`config.mk`:
```
export PLATFORM = sky130hd
export DESIGN_NAME = licao_unidade_controle
export DESIGN_NICKNAME = d
export VERILOG_FILES = /design/src/rtl/licao_unidade_controle_pkg.sv /design/src/rtl/licao_contadores.sv /design/src/rtl/licao_unidade_controle.sv
export SDC_FILE = /design/constraint.sdc
export NUM_CORES = 1
export LEC_CHECK = 0
export ABC_AREA = 1
export CAP_MARGIN = 25
export CORE_ASPECT_RATIO = 0.75
export CORE_UTILIZATION = 55
export CTS_CLUSTER_SIZE = 12
export DETAILED_ROUTE_END_ITERATION = 7
export DONT_BUFFER_PORTS = 1
export PLACE_DENSITY = 0.74
export SYNTH_ARGS = -nofsm -noshare
export SYNTH_HDL_FRONTEND = slang
export SYNTH_SLANG_ARGS = --single-unit
```
`constraint.sdc`:
```
create_clock -name clock -period 1.67 [get_ports clock]
set_input_delay 0.0835 -clock clock [delete_from_list [all_inputs] [get_ports clock]]
set_output_delay 0.0835 -clock clock [all_outputs]
set_load 0.03 [all_outputs]
```
`src/rtl/licao_unidade_controle_pkg.sv`:
```
// Shared definitions for the lesson controller: state codes, play modes,
// error policies, menu screen selectors and the Moore output decode.
package licao_unidade_controle_pkg;

    typedef enum logic [4:0] {
        INICIAL        = 5'h00,
        MENU_INICIO    = 5'h01,
        MENU_MODO      = 5'h02,
        MENU_POLITICA  = 5'h03,
        PREPARA        = 5'h04,
        INICIO_RODADA  = 5'h05,
        MOSTRA         = 5'h06,
        ESPERA_MOSTRA  = 5'h07,
        PROX_MOSTRA    = 5'h08,
        INICIO_NOTA    = 5'h09,
        ESPERA_NOTA    = 5'h0A,
        TOCA_NOTA      = 5'h0B,
        COMPARA        = 5'h0C,
        PROX_NOTA      = 5'h0D,
        FIM_RODADA     = 5'h0E,
        ERROU          = 5'h0F,
        MOSTRA_ERRO    = 5'h10,
        PERDEU         = 5'h11,
        GANHOU         = 5'h12,
        LIVRE          = 5'h13,
        TOCA_LIVRE     = 5'h14
    } estado_t;

    typedef enum logic [1:0] {
        MODO_PROGRESSIVO = 2'd0,
        MODO_COMPLETO    = 2'd1,
        MODO_DEMO        = 2'd2,
        MODO_LIVRE       = 2'd3
    } modo_t;

    localparam logic [1:0] POL_REPETE_RODADA  = 2'd0;
    localparam logic [1:0] POL_REPETE_ENTRADA = 2'd1;
    localparam logic [1:0] POL_MOSTRA_ERRO    = 2'd2;

    localparam logic [1:0] MENU_SEL_MODO      = 2'd0;
    localparam logic [1:0] MENU_SEL_POLITICA  = 2'd1;
    localparam logic [1:0] MENU_SEL_RESULTADO = 2'd3;

    typedef struct packed {
        logic       zera_intervalo;
        logic       conta_intervalo;
        logic       zera_tempo;
        logic       conta_tempo;
        logic       zera_metro;
        logic       conta_metro;
        logic       registra_nota;
        logic       toca;
        logic       leds_mem;
        logic       ativa_leds;
        logic       vez_jogador;
        logic       inicia_menu;
        logic       ganhou;
        logic       perdeu;
        logic [1:0] menu_sel;
    } ctrl_t;

    // Moore output decode; unused state codes decode to all-zero outputs
    function automatic ctrl_t decodifica(input estado_t e);
        ctrl_t c;
        c = '0;
        case (e)
            MENU_INICIO:   c.inicia_menu = 1'b1;
            MENU_MODO:     c.menu_sel = MENU_SEL_MODO;
            MENU_POLITICA: c.menu_sel = MENU_SEL_POLITICA;
            PREPARA: begin
                c.zera_intervalo = 1'b1;
                c.zera_tempo     = 1'b1;
                c.zera_metro     = 1'b1;
            end
            INICIO_RODADA: c.conta_intervalo = 1'b1;
            MOSTRA:        c.zera_metro = 1'b1;
            ESPERA_MOSTRA, MOSTRA_ERRO: begin
                c.leds_mem    = 1'b1;
                c.ativa_leds  = 1'b1;
                c.conta_metro = 1'b1;
            end
            INICIO_NOTA, PROX_NOTA: c.zera_tempo = 1'b1;
            ESPERA_NOTA: begin
                c.vez_jogador = 1'b1;
                c.conta_tempo = 1'b1;
            end
            TOCA_NOTA: begin
                c.toca          = 1'b1;
                c.ativa_leds    = 1'b1;
                c.registra_nota = 1'b1;
                c.conta_metro   = 1'b1;
            end
            ERROU: begin
                c.zera_tempo = 1'b1;
                c.zera_metro = 1'b1;
            end
            PERDEU: begin
                c.perdeu   = 1'b1;
                c.menu_sel = MENU_SEL_RESULTADO;
            end
            GANHOU: begin
                c.ganhou   = 1'b1;
                c.menu_sel = MENU_SEL_RESULTADO;
            end
            TOCA_LIVRE: begin
                c.toca        = 1'b1;
                c.ativa_leds  = 1'b1;
                c.conta_metro = 1'b1;
            end
            default: c = '0;
        endcase
        return c;
    endfunction

endpackage

```
`src/rtl/licao_contadores.sv`:
```
// Lesson counters: note address, round limit, error count and score.
// Clear wins over increment; error count and score saturate at all-ones.
module licao_contadores #(
    parameter int ADDR_W  = 4,
    parameter int TENT_W  = 2,
    parameter int SCORE_W = 8
) (
    input  logic               clock,
    input  logic               reset,
    input  logic               end_zera,
    input  logic               end_incr,
    input  logic               rod_carrega,
    input  logic [ADDR_W-1:0]  rod_valor,
    input  logic               rod_incr,
    input  logic               tent_zera,
    input  logic               tent_incr,
    input  logic               pts_zera,
    input  logic               pts_incr,
    output logic [ADDR_W-1:0]  endereco,
    output logic [ADDR_W-1:0]  rodada,
    output logic [TENT_W-1:0]  tentativas,
    output logic [SCORE_W-1:0] pontos
);

    // Note address: the FSM never increments past the round limit, so no wrap
    always_ff @(posedge clock or posedge reset) begin
        if (reset)         endereco <= '0;
        else if (end_zera) endereco <= '0;
        else if (end_incr) endereco <= endereco + 1'b1;
    end

    // Round limit: loaded at game preparation, advanced after each won round
    always_ff @(posedge clock or posedge reset) begin
        if (reset)            rodada <= '0;
        else if (rod_carrega) rodada <= rod_valor;
        else if (rod_incr)    rodada <= rodada + 1'b1;
    end

    // Consecutive errors within the current round, saturating
    always_ff @(posedge clock or posedge reset) begin
        if (reset)                              tentativas <= '0;
        else if (tent_zera)                     tentativas <= '0;
        else if (tent_incr && tentativas != '1) tentativas <= tentativas + 1'b1;
    end

    // Correct notes since preparation, saturating
    always_ff @(posedge clock or posedge reset) begin
        if (reset)                          pontos <= '0;
        else if (pts_zera)                  pontos <= '0;
        else if (pts_incr && pontos != '1)  pontos <= pontos + 1'b1;
    end

endmodule

```
`src/rtl/licao_unidade_controle.sv`:
```
// Lesson controller for the FPGAudio piano: menu, four play modes, error
// policies with bounded retries and scoring. Outputs are registered Moore
// decodes of the next state, so they always match db_estado.
module licao_unidade_controle
    import licao_unidade_controle_pkg::*;
#(
    parameter int ADDR_W   = 4,
    parameter int MAX_TENT = 3,
    parameter int TENT_W   = 2,
    parameter int SCORE_W  = 8
) (
    input  logic               clock,
    input  logic               reset,
    input  logic               iniciar,
    input  logic               press_enter,
    input  logic [1:0]         modo,
    input  logic [1:0]         politica,
    input  logic [ADDR_W-1:0]  comprimento,
    input  logic               fim_intervalo,
    input  logic               fim_mostra,
    input  logic               fim_tempo,
    input  logic               nota_feita,
    input  logic               nota_correta,
    input  logic               tempo_correto,
    output logic [ADDR_W-1:0]  endereco,
    output logic [ADDR_W-1:0]  rodada,
    output logic [TENT_W-1:0]  tentativas,
    output logic [SCORE_W-1:0] pontos,
    output logic               zera_intervalo,
    output logic               conta_intervalo,
    output logic               zera_tempo,
    output logic               conta_tempo,
    output logic               zera_metro,
    output logic               conta_metro,
    output logic               registra_nota,
    output logic               toca,
    output logic               leds_mem,
    output logic               ativa_leds,
    output logic               vez_jogador,
    output logic               inicia_menu,
    output logic [1:0]         menu_sel,
    output logic               ganhou,
    output logic               perdeu,
    output logic [4:0]         db_estado
);

    localparam logic [TENT_W:0] MAX_TENT_V = (TENT_W + 1)'(MAX_TENT);

    estado_t             state_reg, state_next;
    ctrl_t               ctrl_reg;
    modo_t               modo_reg;
    logic [1:0]          politica_reg;
    logic [ADDR_W-1:0]   comprimento_reg;

    logic                lat_modo, lat_pol, lat_comp;
    logic                end_zera, end_incr, rod_carrega, rod_incr;
    logic                tent_zera, tent_incr, pts_zera, pts_incr;
    logic [ADDR_W-1:0]   rod_valor;
    logic [TENT_W:0]     tent_plus;
    logic                sai_demo;

    licao_contadores #(
        .ADDR_W  (ADDR_W),
        .TENT_W  (TENT_W),
        .SCORE_W (SCORE_W)
    ) u_contadores (
        .clock       (clock),
        .reset       (reset),
        .end_zera    (end_zera),
        .end_incr    (end_incr),
        .rod_carrega (rod_carrega),
        .rod_valor   (rod_valor),
        .rod_incr    (rod_incr),
        .tent_zera   (tent_zera),
        .tent_incr   (tent_incr),
        .pts_zera    (pts_zera),
        .pts_incr    (pts_incr),
        .endereco    (endereco),
        .rodada      (rodada),
        .tentativas  (tentativas),
        .pontos      (pontos)
    );

    // Error count after the error being handled, unsaturated for the loss test
    assign tent_plus = {1'b0, tentativas} + 1'b1;

    // Demo mode can be left from anywhere in the display loop
    assign sai_demo = (modo_reg == MODO_DEMO) && press_enter &&
                      (state_reg == INICIO_RODADA || state_reg == MOSTRA ||
                       state_reg == ESPERA_MOSTRA || state_reg == PROX_MOSTRA);

    // Next-state logic plus the counter/config updates applied on leaving a state
    always_comb begin
        state_next  = state_reg;
        lat_modo    = 1'b0;
        lat_pol     = 1'b0;
        lat_comp    = 1'b0;
        end_zera    = 1'b0;
        end_incr    = 1'b0;
        rod_carrega = 1'b0;
        rod_valor   = '0;
        rod_incr    = 1'b0;
        tent_zera   = 1'b0;
        tent_incr   = 1'b0;
        pts_zera    = 1'b0;
        pts_incr    = 1'b0;
        if (sai_demo) begin
            state_next = INICIAL;
        end else begin
            case (state_reg)
                INICIAL:     if (iniciar) state_next = MENU_INICIO;
                MENU_INICIO: state_next = MENU_MODO;
                MENU_MODO: if (press_enter) begin
                    lat_modo   = 1'b1;
                    state_next = MENU_POLITICA;
                end
                MENU_POLITICA: if (press_enter) begin
                    lat_pol    = 1'b1;
                    state_next = PREPARA;
                end
                PREPARA: begin
                    lat_comp    = 1'b1;
                    end_zera    = 1'b1;
                    tent_zera   = 1'b1;
                    pts_zera    = 1'b1;
                    rod_carrega = 1'b1;
                    rod_valor   = (modo_reg == MODO_PROGRESSIVO) ? '0 : comprimento;
                    state_next  = (modo_reg == MODO_LIVRE) ? LIVRE : INICIO_RODADA;
                end
                INICIO_RODADA: begin
                    end_zera = 1'b1;
                    if (fim_intervalo) state_next = MOSTRA;
                end
                MOSTRA: state_next = ESPERA_MOSTRA;
                ESPERA_MOSTRA: if (fim_mostra) begin
                    if (endereco != rodada)         state_next = PROX_MOSTRA;
                    else if (modo_reg == MODO_DEMO) state_next = INICIO_RODADA;
                    else                            state_next = INICIO_NOTA;
                end
                PROX_MOSTRA: begin
                    end_incr   = 1'b1;
                    state_next = MOSTRA;
                end
                INICIO_NOTA: begin
                    end_zera   = 1'b1;
                    state_next = ESPERA_NOTA;
                end
                ESPERA_NOTA: begin
                    if (fim_tempo)       state_next = ERROU;
                    else if (nota_feita) state_next = TOCA_NOTA;
                end
                TOCA_NOTA: if (!nota_feita) state_next = COMPARA;
                COMPARA: begin
                    if (!nota_correta || !tempo_correto) begin
                        state_next = ERROU;
                    end else begin
                        pts_incr   = 1'b1;
                        state_next = (endereco == rodada) ? FIM_RODADA : PROX_NOTA;
                    end
                end
                PROX_NOTA: begin
                    end_incr   = 1'b1;
                    state_next = ESPERA_NOTA;
                end
                FIM_RODADA: begin
                    tent_zera = 1'b1;
                    if (rodada == comprimento_reg) begin
                        state_next = GANHOU;
                    end else begin
                        rod_incr   = 1'b1;
                        state_next = INICIO_RODADA;
                    end
                end
                ERROU: begin
                    tent_incr = 1'b1;
                    if (tent_plus == MAX_TENT_V) begin
                        state_next = PERDEU;
                    end else begin
                        case (politica_reg)
                            POL_REPETE_ENTRADA: state_next = INICIO_NOTA;
                            POL_MOSTRA_ERRO:    state_next = MOSTRA_ERRO;
                            default:            state_next = INICIO_RODADA;
                        endcase
                    end
                end
                MOSTRA_ERRO: if (fim_mostra) state_next = ESPERA_NOTA;
                PERDEU, GANHOU: begin
                    if (iniciar)          state_next = PREPARA;
                    else if (press_enter) state_next = INICIAL;
                end
                LIVRE: begin
                    if (press_enter)     state_next = INICIAL;
                    else if (nota_feita) state_next = TOCA_LIVRE;
                end
                TOCA_LIVRE: if (!nota_feita) state_next = LIVRE;
                default: state_next = INICIAL;
            endcase
        end
    end

    // State register with outputs registered from the next-state decode
    always_ff @(posedge clock or posedge reset) begin
        if (reset) begin
            state_reg <= INICIAL;
            ctrl_reg  <= '0;
        end else begin
            state_reg <= state_next;
            ctrl_reg  <= decodifica(state_next);
        end
    end

    // Game configuration, captured once and held for the whole game
    always_ff @(posedge clock or posedge reset) begin
        if (reset) begin
            modo_reg        <= MODO_PROGRESSIVO;
            politica_reg    <= '0;
            comprimento_reg <= '0;
        end else begin
            if (lat_modo) modo_reg        <= modo_t'(modo);
            if (lat_pol)  politica_reg    <= politica;
            if (lat_comp) comprimento_reg <= comprimento;
        end
    end

    assign zera_intervalo  = ctrl_reg.zera_intervalo;
    assign conta_intervalo = ctrl_reg.conta_intervalo;
    assign zera_tempo      = ctrl_reg.zera_tempo;
    assign conta_tempo     = ctrl_reg.conta_tempo;
    assign zera_metro      = ctrl_reg.zera_metro;
    assign conta_metro     = ctrl_reg.conta_metro;
    assign registra_nota   = ctrl_reg.registra_nota;
    assign toca            = ctrl_reg.toca;
    assign leds_mem        = ctrl_reg.leds_mem;
    assign ativa_leds      = ctrl_reg.ativa_leds;
    assign vez_jogador     = ctrl_reg.vez_jogador;
    assign inicia_menu     = ctrl_reg.inicia_menu;
    assign menu_sel        = ctrl_reg.menu_sel;
    assign ganhou          = ctrl_reg.ganhou;
    assign perdeu          = ctrl_reg.perdeu;
    assign db_estado       = state_reg;

endmodule

```
==> run metrics, run 1 <==
stop err [ERROR GRT-0232] Routing congestion too high. Check the congestion heatmap in the GUI.; Synth warnings 0; FP Rows 22; synthesis-stage register bit count 45; post-synthesis cell area 0.00288 mm2; Place WS -0.298 ns; instance area at placement 0.00364 mm2; IO Pins 57; clk root buf clkbuf_8; Mapped Cells 419; Num CTS Buffers 5; starting density of the core 58.1%; Die W 85.5 um; outcome aborted with a tool error; Global Route Usage Sum 80.3%; Exit stage global routing (5_1_grt); number of H-tree levels 2; Mean Syn Cell Area 6.87 um2; syn nets 444; maximum root-to-sink buffer count 2; worst endpoint type sequential cell input; RePlAce Congestion 0.994; Port Buf Inserts 0; sequential area share after synthesis 39.1%; GRT overflow 161; clk sink count 45; die span in y 64.6 um; DP HPWL 6220 um; worst endpoint after global-route timing repair zera_tempo$_DFF_PP0_/D; largest net degree at the start of global routing 36; post-synth cell types 31
what timing repair did:
action                                 CTS
hold buffers                             9
setup buffers                           22
gates cloned                             2
endpoints found under the hold margin   41
gates resized for setup                 85
setup endpoints to repair               36
pin swaps                               25
per-layer routing:
layer	overflow	global-route usage (%)
met1	0	77.3
met5	0	0
met3	0	52.4
met2	114	106
met4	47	97.9
kinds of logic after synthesis:
logic type               count (synthesis)  share of synthesized area (%)
flip-flops                              45                           39.1
buffers and inverters                   73                           10.4
adder cells (fa/ha/maj)                  7                           3.04
AND/OR/NAND/NOR                        244                           38.0
AO/OA/AOI/OAI                           50                           9.39
Yosys cell counts, drive strengths merged:
| library cell | count | area, um2 |
|---|---|---|
| buf | 8 | 53.8 |
| clkinv | 1 | 5.00 |
| nor3 | 8 | 50.1 |
| and3 | 1 | 6.26 |
| inv | 63 | 236 |
| nand3b | 2 | 15.0 |
| nand4 | 12 | 75.1 |
| o211ai | 2 | 15.0 |
| o21a | 1 | 7.51 |
| nor2 | 56 | 248 |
| clkbuf | 1 | 3.75 |
| a21oi | 10 | 50.1 |
| ha | 7 | 87.6 |
| dfrtp | 45 | 1130 |
| o22ai | 1 | 6.26 |
| nand2 | 122 | 468 |
| o41ai | 1 | 8.76 |
| o21ai | 34 | 174 |
| nand3 | 43 | 233 |
| o2bb2ai | 1 | 8.76 |
per-stage QoR:
| stage | hold WS [ns] | std cells |
|---|---|---|
| 4_1_cts | 0.0481 | 597 |
| 3_5_place_dp | 0.126 | 558 |
| 3_3_place_gp | 0.125 | 558 |
| 2_1_floorplan | 0.193 | 419 |
==> inputs of run 2 (changes only) <==
- CORE_ASPECT_RATIO: 0.75 -> default
- CORE_UTILIZATION: 55 -> 40
- CTS_CLUSTER_SIZE: 12 -> default
- PLACE_DENSITY: 0.74 -> default
- PLACE_DENSITY_LB_ADDON: default -> 0.15
- clock period: 1.67 -> 2.2 ns (I/O delays scaled with it)
==> run metrics, run 2 <==
outcome finished, final reports clean; post-route clock skew 0.0154 ns; GRT overflow 0; clk slew on worst S/H paths 0.11 ns; Max IR drop VDD 0.606 mV; Reg power frac 30.6%; First-pass DRT Iterations 4; CTS tree done; Synth warnings 0; layout cell share with drive strength beyond 1 17.3%; Crit path largest cell delay 0.47 ns; slew margin rel. 60.0%; via count of the first global-routing pass 2646; Worst Hold Path Cells 3; Synth-to-Final Area Change 19.4%; critical path buffer and inverter count 3; R2R cell count 12; Int Pwr 2240 uW; die span in y 86.8 um; max_cap viols 0; P_sw 2480 uW; Async SR Flop Fraction 100%; main flop type after synthesis dfrtp_1; DP HPWL 5870 um; total number of vias 2738; Synth top cells by count nand2_1, inv_1, nor2_1; filler cell count 706; most frequent cells in the layout nand2_1, inv_1, nand3_1, dfrtp_1, nor2_1; Residual DRC 0; initial antenna violation count 0; count of final hold-check violations 0; Worst Path Required 2.43 ns; syn nets 444; startpoint types register; core footprint 0.00687 mm2; commonest non-fill, non-tap cell in the layout nand2_1; number of H-tree levels 2; wire length per cell 13.5 um; switching share of power 52.6%; sequential area share after synthesis 39.1%; Comb power frac 57.5%; Mapped Cells 419; Vias/cell 4.95; crit path DAT 2.26 ns; Pleak 0.00183 uW; post-synthesis cell area 0.00288 mm2; Worst path slowest cell dfrtp_2; area fraction of the dominant cell type after synthesis 39.1%; critical path's top delay family simple AND/OR/NAND/NOR gates; cell with the most instances after synthesis nand2_1; Die W 86.8 um; Antenna Violating Nets Remaining 0; Synth area leaders dfrtp_1, nand2_1, inv_1; final core occ 50.0%; maximum root-to-sink buffer count 2; starting density of the core 41.9%; Critical Path Stages 12; CP Cell Sequence buf_4 -> nor3_2 -> nand3_1 -> nand2_1 -> inv_1 -> nand3_1 -> nor2_1 -> nand2_1 -> nand2_1 -> nor2_1 -> inv_1 -> nor2_1; full die area 0.00754 mm2; IO Pins 57; final worst path period share 92.0%; ANT cells 0; final setup fails 0; WHS 0.108 ns; RePlAce Congestion 0.985; CP Max Fanout 5; kind of critical path register to register; EDFF count, synth 0; Port Buf Inserts 0; highest clock rate 494 MHz; Layout Nets 481; clk_lat worst skew 0.31 ns; clk sink count 45; largest area contributor in the netlist dfrtp_1; worst hold path class input pin to register; fin. max-slew vios 0; pwr/cell area 1370 mW/mm2; Largest register FFs 8; Finished Layout Cells 553; Placed Cells 535; largest net degree at the start of global routing 46; Num CTS Buffers 5; clock power share 11.9%; clk root buf clkbuf_8; final wirelength 7470 um; Mean Syn Cell Area 6.87 um2; first-pass GRT wire length 12400 um; crit end category register; Largest Register u_contadores.pontos; synthesis-stage register bit count 45; post-synth cell types 31; Global Route Usage Sum 21.1%; initial DRC count 87; Worst Tran Pin Value 0.593 ns; FP Rows 30; post-route minimum period 2.02 ns
## run 2: kinds of logic after synthesis
group                      after synthesis  synth area share (%)
adders and majority gates                7                  3.04
buffers and inverters                   73                  10.4
and+or+nand+nor                        244                  38.0
DFF                                     45                  39.1
AOI/OAI and AO/OA                       50                  9.39
## run 2: timing repair
| action | 4_1_cts | 5_1_grt |
|---|---|---|
| buffers inserted | 0 | 0 |
| hold buffers | 9 | 0 |
| hold endpoints to repair | 53 | 0 |
| resized for setup | 0 | 22 |
| endpoints found under the setup margin | 0 | 17 |
## run 2: path summary, 6_finish.rpt
check | from | to | slack [ns]
max | db_estado[0] | ganhou | 0.18
min | press_enter | u_contadores.endereco[1] | 0.11
max reg2reg | db_estado[0] | ganhou | 0.18
min reg2reg | modo_reg[0] | modo_reg[0] | 0.56
max in group asynchronous | reset | u_contadores.rodada[2] | 1.59
min in group asynchronous | reset | u_contadores.pontos[0] | 0.16
## run 2: worst register-to-register path, cell delays in order, from the launching register on
cell and delay (ns):
dfrtp_2 0.47, buf_4 0.18, nor3_2 0.32, nand3_1 0.15
nand2_1 0.09, inv_1 0.05, nand3_1 0.07, nor2_1 0.05
nand2_1 0.10, nand2_1 0.09, nor2_1 0.20, inv_1 0.08
nor2_1 0.11
## run 2: area by class of cell
type,count,area [um2],share of cell area (%)
Sequential cell,45,1130,32.9
Timing Repair Buffer,39,340,9.90
Clock inverter,3,28.8,0.837
Inverter,64,241,7.03
Multi-Input combinational cell,301,1510,43.8
Clock buffer,5,68.8,2.00
Tap cell,96,120,3.49
## run 2: power by group through the flow
stage / logic, uW / clock network, uW / registers [uW]
2_1_floorplan: 1640 / 0 / 1620
3_3_place_gp: 2620 / 0 / 1430
3_5_place_dp: 2610 / 0 / 1440
4_1_cts: 2630 / 580 / 1420
5_1_grt: 3070 / 620 / 1490
6_report: 2710 / 561 / 1440
## run 2: through the flow
step	setup slack, ns	power [uW]	area (um2)	TNS (ns)
finish	0.175	4720	3440	0
global route	-0.00743	5180	3440	-0.0118
CTS	0.0238	4640	3360	0
detailed placement	0.0683	4050	3170	0
global placement	-0.0325	4050	3170	-0.0325
floorplan	0.288	3260	2880	0
## run 2: per-layer routing
metal / up-vias / global-route usage, % / routed length (um)
met5: - / 0 / 0
met4: 0 / 6.52 / 93
met3: 8 / 4.67 / 346
met2: 75 / 34.8 / 3510
met1: 1245 / 27.4 / 3530
li1: 1410 / - / -
Note: power is estimated with default switching activity, not from simulation.
==> inputs of run 3 (changes only) <==
- BUFFER_PORTS_ARGS: default -> -buffer_cell sky130_fd_sc_hd__buf_2
- DONT_BUFFER_PORTS: 1 -> default
==> run metrics, run 3 (synthesis gave the netlist of run 2 again) <==
outcome finished, final reports clean; P_sw 2490 uW; full die area 0.00754 mm2; FP Rows 30; First-pass DRT Iterations 5; core footprint 0.00687 mm2; pwr/cell area 1350 mW/mm2; wire length per cell 13.3 um; slew margin rel. 55.2%; die span in y 86.8 um; IO Pins 57; commonest non-fill, non-tap cell in the layout nand2_1; DP HPWL 6070 um; clk slew on worst S/H paths 0.10 ns; R2R setup slack 0.16 ns; ANT cells 0; final worst path period share 92.8%; Residual DRC 0; maximum root-to-sink buffer count 2; Die W 86.8 um; Worst Path Required 2.39 ns; number of H-tree levels 2; RR Startpoint db_estado[0]; highest clock rate 490 MHz; instance area at placement 0.00335 mm2; Pleak 0.00202 uW; Antenna Violating Nets Remaining 0; initial antenna violation count 0; post-route clock skew 0.0135 ns; GRT overflow 0; layout cell share with drive strength beyond 1 24.3%; design area 0.00359 mm2; final wirelength 7890 um; count of final hold-check violations 0; starting density of the core 41.9%; Worst Tran Pin Value 0.668 ns; Layout Nets 521; clock power share 13.4%; initial DRC count 170; Largest register FFs 8; clk_lat worst skew 0.31 ns; Comb power frac 59.0%; Worst path slowest cell dfrtp_2; Crit path largest cell delay 0.46 ns; first-pass GRT wire length 13000 um; total power 4830 uW; Vias/cell 4.93; reg2reg end ativa_leds; filler cell count 665; most frequent cells in the layout nand2_1, inv_1, buf_2; RePlAce Congestion 0.979; crit path DAT 2.23 ns; CTS tree done; Critical path destination ativa_leds; kind of critical path register to register; fin. max-slew vios 0; CP Max Fanout 5; Num CTS Buffers 5; clk root buf clkbuf_8; via count of the first global-routing pass 2738; worst hold path class input pin to register; Setup crit start db_estado[0]; Max IR drop VDD 0.858 mV; clk sink count 45; startpoint types register; Reg power frac 27.6%; Synth-to-Final Area Change 24.7%; crit end category register; Global Route Usage Sum 22.5%; setup TNS 0 ns; final setup fails 0; CP Cell Sequence buf_4 -> nor2_1 -> nand2_1 -> nor2_2 -> nand3_2 -> nand2_1 -> inv_1 -> nand3_2 -> nor2_1 -> nand2_1 -> nor2_2 -> nor2_1 -> nand3_1; post-route minimum period 2.04 ns; largest net degree at the start of global routing 19; switching share of power 51.5%; Int Pwr 2340 uW; max_cap viols 0; RSZ-0062 raised after global routing true; Port Buf Inserts 56; total number of vias 2925; Largest Register u_contadores.pontos; R2R cell count 13
[run 3: layer usage]
metal | vias to the layer above | routed length [um] | GRT usage [%]
li1 | 1493 | - | -
met1 | 1312 | 3560 | 29.6
met2 | 103 | 3690 | 37.4
met3 | 17 | 477 | 3.71
met4 | 0 | 168 | 8.03
met5 | - | 0 | 0
[run 3: metrics by stage]
step                util [%]  hold WS [ns]  instances  setup WS, ns
global route            52.3        0.0303        593       -0.0285
global placement        48.8         0.147        578       -0.0316
detailed placement      48.8         0.153        578       -0.0242
floorplan                  -         0.220        419         0.288
finish                  52.3       0.00541        593         0.159
CTS                     50.9       0.00120        589        0.0190
[run 3: worst min-delay path by stage]
stage,from,to,slack (ns),cells past startpoint
floorplan,modo[0],modo_reg[0],0.22,2
global placement,reset,u_contadores.pontos[6],0.15,2
detailed placement,reset,u_contadores.pontos[6],0.15,2
CTS,politica[1],politica_reg[1],0.001,3
global route,politica[1],politica_reg[1],0.03,3
finish,politica[1],politica_reg[1],0.005,3
[run 3: area by class of cell]
type,instances,area [um2],area share (%)
Clock inverter,2,38.8,1.08
Timing Repair Buffer,79,489,13.6
Clock buffer,6,72.6,2.02
Multi-Input combinational cell,301,1490,41.6
Inverter,64,245,6.83
Sequential cell,45,1130,31.5
Tap cell,96,120,3.35
[run 3: power groups by stage]
stage	clock network [uW]	logic (uW)	registers [uW]
2_1_floorplan	0	1640	1620
3_3_place_gp	0	2720	1330
3_5_place_dp	0	2720	1340
4_1_cts	658	2750	1320
5_1_grt	691	3210	1370
6_report	646	2850	1330
[run 3: critical path, delay by kind of cell, from the launching register on]
kind	cells	cell delay, ns
simple gates	11	1.24
flops	1	0.46
buf+inv	2	0.22
[run 3: what timing repair did]
| action | CTS | global route |
|---|---|---|
| hold buffers | 3 | 0 |
| hold endpoints to repair | 18 | 0 |
| endpoints found under the setup margin | 1 | 15 |
| buffers inserted | 0 | 4 |
| gates resized for setup | 1 | 18 |
| pin swaps | 0 | 2 |
==> inputs of run 4 (changes only) <==
- HOLD_SLACK_MARGIN: default -> 0.08
- REMOVE_ABC_BUFFERS: default -> 1
==> run metrics, run 4 (synthesis gave the netlist of run 2 again) <==
Largest register FFs 8; Crit path largest cell delay 0.49 ns; wire length per cell 12.6 um; initial DRC count 168; met1 Resource Use GR 28.0%; crit path DAT 2.29 ns; design area 0.00361 mm2; clk root buf clkbuf_8; Global Route Usage Sum 21.2%; CTS tree done; Largest Register u_contadores.pontos; largest net degree at the start of global routing 29; GR Util met2 35.4%; layout cell share with drive strength beyond 1 23.5%; filler cell count 696; IO Pins 57; kind of critical path register to register; most frequent cells in the layout nand2_1, inv_1, buf_2; Worst Tran Pin Value 0.606 ns; full die area 0.00754 mm2; highest clock rate 487 MHz; GR peak layer met2; Worst path slowest cell dfrtp_2; Vias/cell 4.88; count of final hold-check violations 0; RSZ-0062 raised after global routing true; met3 Use GR 3.43%; Worst Path Required 2.43 ns; FP Rows 30; startpoint types register; CP Max Fanout 8; Residual DRC 0; First-pass DRT Iterations 4; Port Buf Inserts 56; final worst path period share 93.3%; ANT cells 0; total power 4730 uW; pwr/cell area 1310 mW/mm2; fin. max-slew vios 0; CP Cell Sequence nor2_2 -> buf_4 -> nor2_1 -> nand3_1 -> nand2_1 -> nor2_1 -> nand3_1 -> nor2_1 -> nand2_1 -> nor2_2 -> nor2_1 -> nand3_1; Pleak 0.00204 uW; worst hold path class input pin to register; maximum root-to-sink buffer count 2; post-route minimum period 2.05 ns; Synth-to-Final Area Change 25.6%; outcome finished, final reports clean; starting density of the core 41.9%; first-pass GRT wire length 12500 um; Num CTS Buffers 5; Antenna Violating Nets Remaining 0; most used cell, CP nor2_1; number of H-tree levels 2; die span in y 86.8 um; RePlAce Congestion 0.955; Layout Nets 527; post-route clock skew 0.00445 ns; clk slew on worst S/H paths 0.08 ns; DP HPWL 5850 um; final setup fails 0; Max IR drop VDD 0.815 mV; total number of vias 2922; slew margin rel. 59.4%; WHS 0.238 ns; clk sink count 45; Die W 86.8 um; clk_lat worst skew 0.29 ns; via count of the first global-routing pass 2803; crit end category register; max_cap viols 0; commonest non-fill, non-tap cell in the layout nand2_1; GRT overflow 0; core footprint 0.00687 mm2; final wirelength 7520 um; instance area at placement 0.00336 mm2; initial antenna violation count 0
run 4: cell count changes in the layout (fill, tap and decap cells not counted), moves of 2 or more:
cell | previous run | this run
dlygate4sd3_1 | 3 | 9
buf_4 | 17 | 20
nor2_1 | 40 | 43
nor2_2 | 12 | 9
buf_12 | 2 | 0
run 4: path summary, 6_finish.rpt:
kind / cells after the start / end / slack [ns] / startpoint
min in group asynchronous: 3 / conta_intervalo / 0.35 / reset
hold / removal: 5 / u_contadores.pontos[1] / 0.24 / tempo_correto
hold reg to reg: 1 / u_contadores.pontos[6] / 0.50 / u_contadores.pontos[6]
max in group asynchronous: 4 / u_contadores.rodada[2] / 1.10 / reset
setup reg to reg: 12 / ativa_leds / 0.15 / db_estado[0]
setup / recovery: 12 / ativa_leds / 0.15 / db_estado[0]
run 4: critical path, delay by kind of cell, from the launching register on:
family	cells	cell delay, ns
DFF	1	0.49
buffers and inverters	1	0.15
and+or+nand+nor	11	1.35
run 4: layout make-up:
class | instances | area, um2 | share of cell area (%)
sequential | 45 | 1130 | 31.3
tap | 96 | 120 | 3.32
inverter | 64 | 241 | 6.68
timing repair buffer | 85 | 520 | 14.4
clock buffer | 7 | 86.3 | 2.39
clock inverter | 1 | 30.0 | 0.831
multi-input combinational | 301 | 1480 | 41.0
run 4: layer usage:
metal,wire length [um],vias up
li1,-,1502
met1,3530,1309
met2,3400,94
met3,430,17
met4,162,0
met5,0,-
run 4: timing repair:
action                                  CTS  global route
hold buffers                              9             0
hold endpoints to repair                 25             0
gates resized for setup                   0            14
endpoints found under the setup margin    0            14
buffers inserted                          0             1
run 4: report_power, final:
| group | switching, uW | internal, uW |
|---|---|---|
| Clock | 282 | 371 |
| Sequential | 258 | 1090 |
| Combinational | 1870 | 867 |
| Total | 2410 | 2330 |
run 4: metrics by stage:
step	utilization [%]	setup WS, ns	TNS (ns)	instances
floorplan	-	0.100	0	410
global placement	49.0	0.137	0	581
detailed placement	49.0	0.132	0	581
CTS	52.0	0.103	0	598
global route	52.6	-0.00110	-0.00110	599
finish	52.6	0.148	0	599
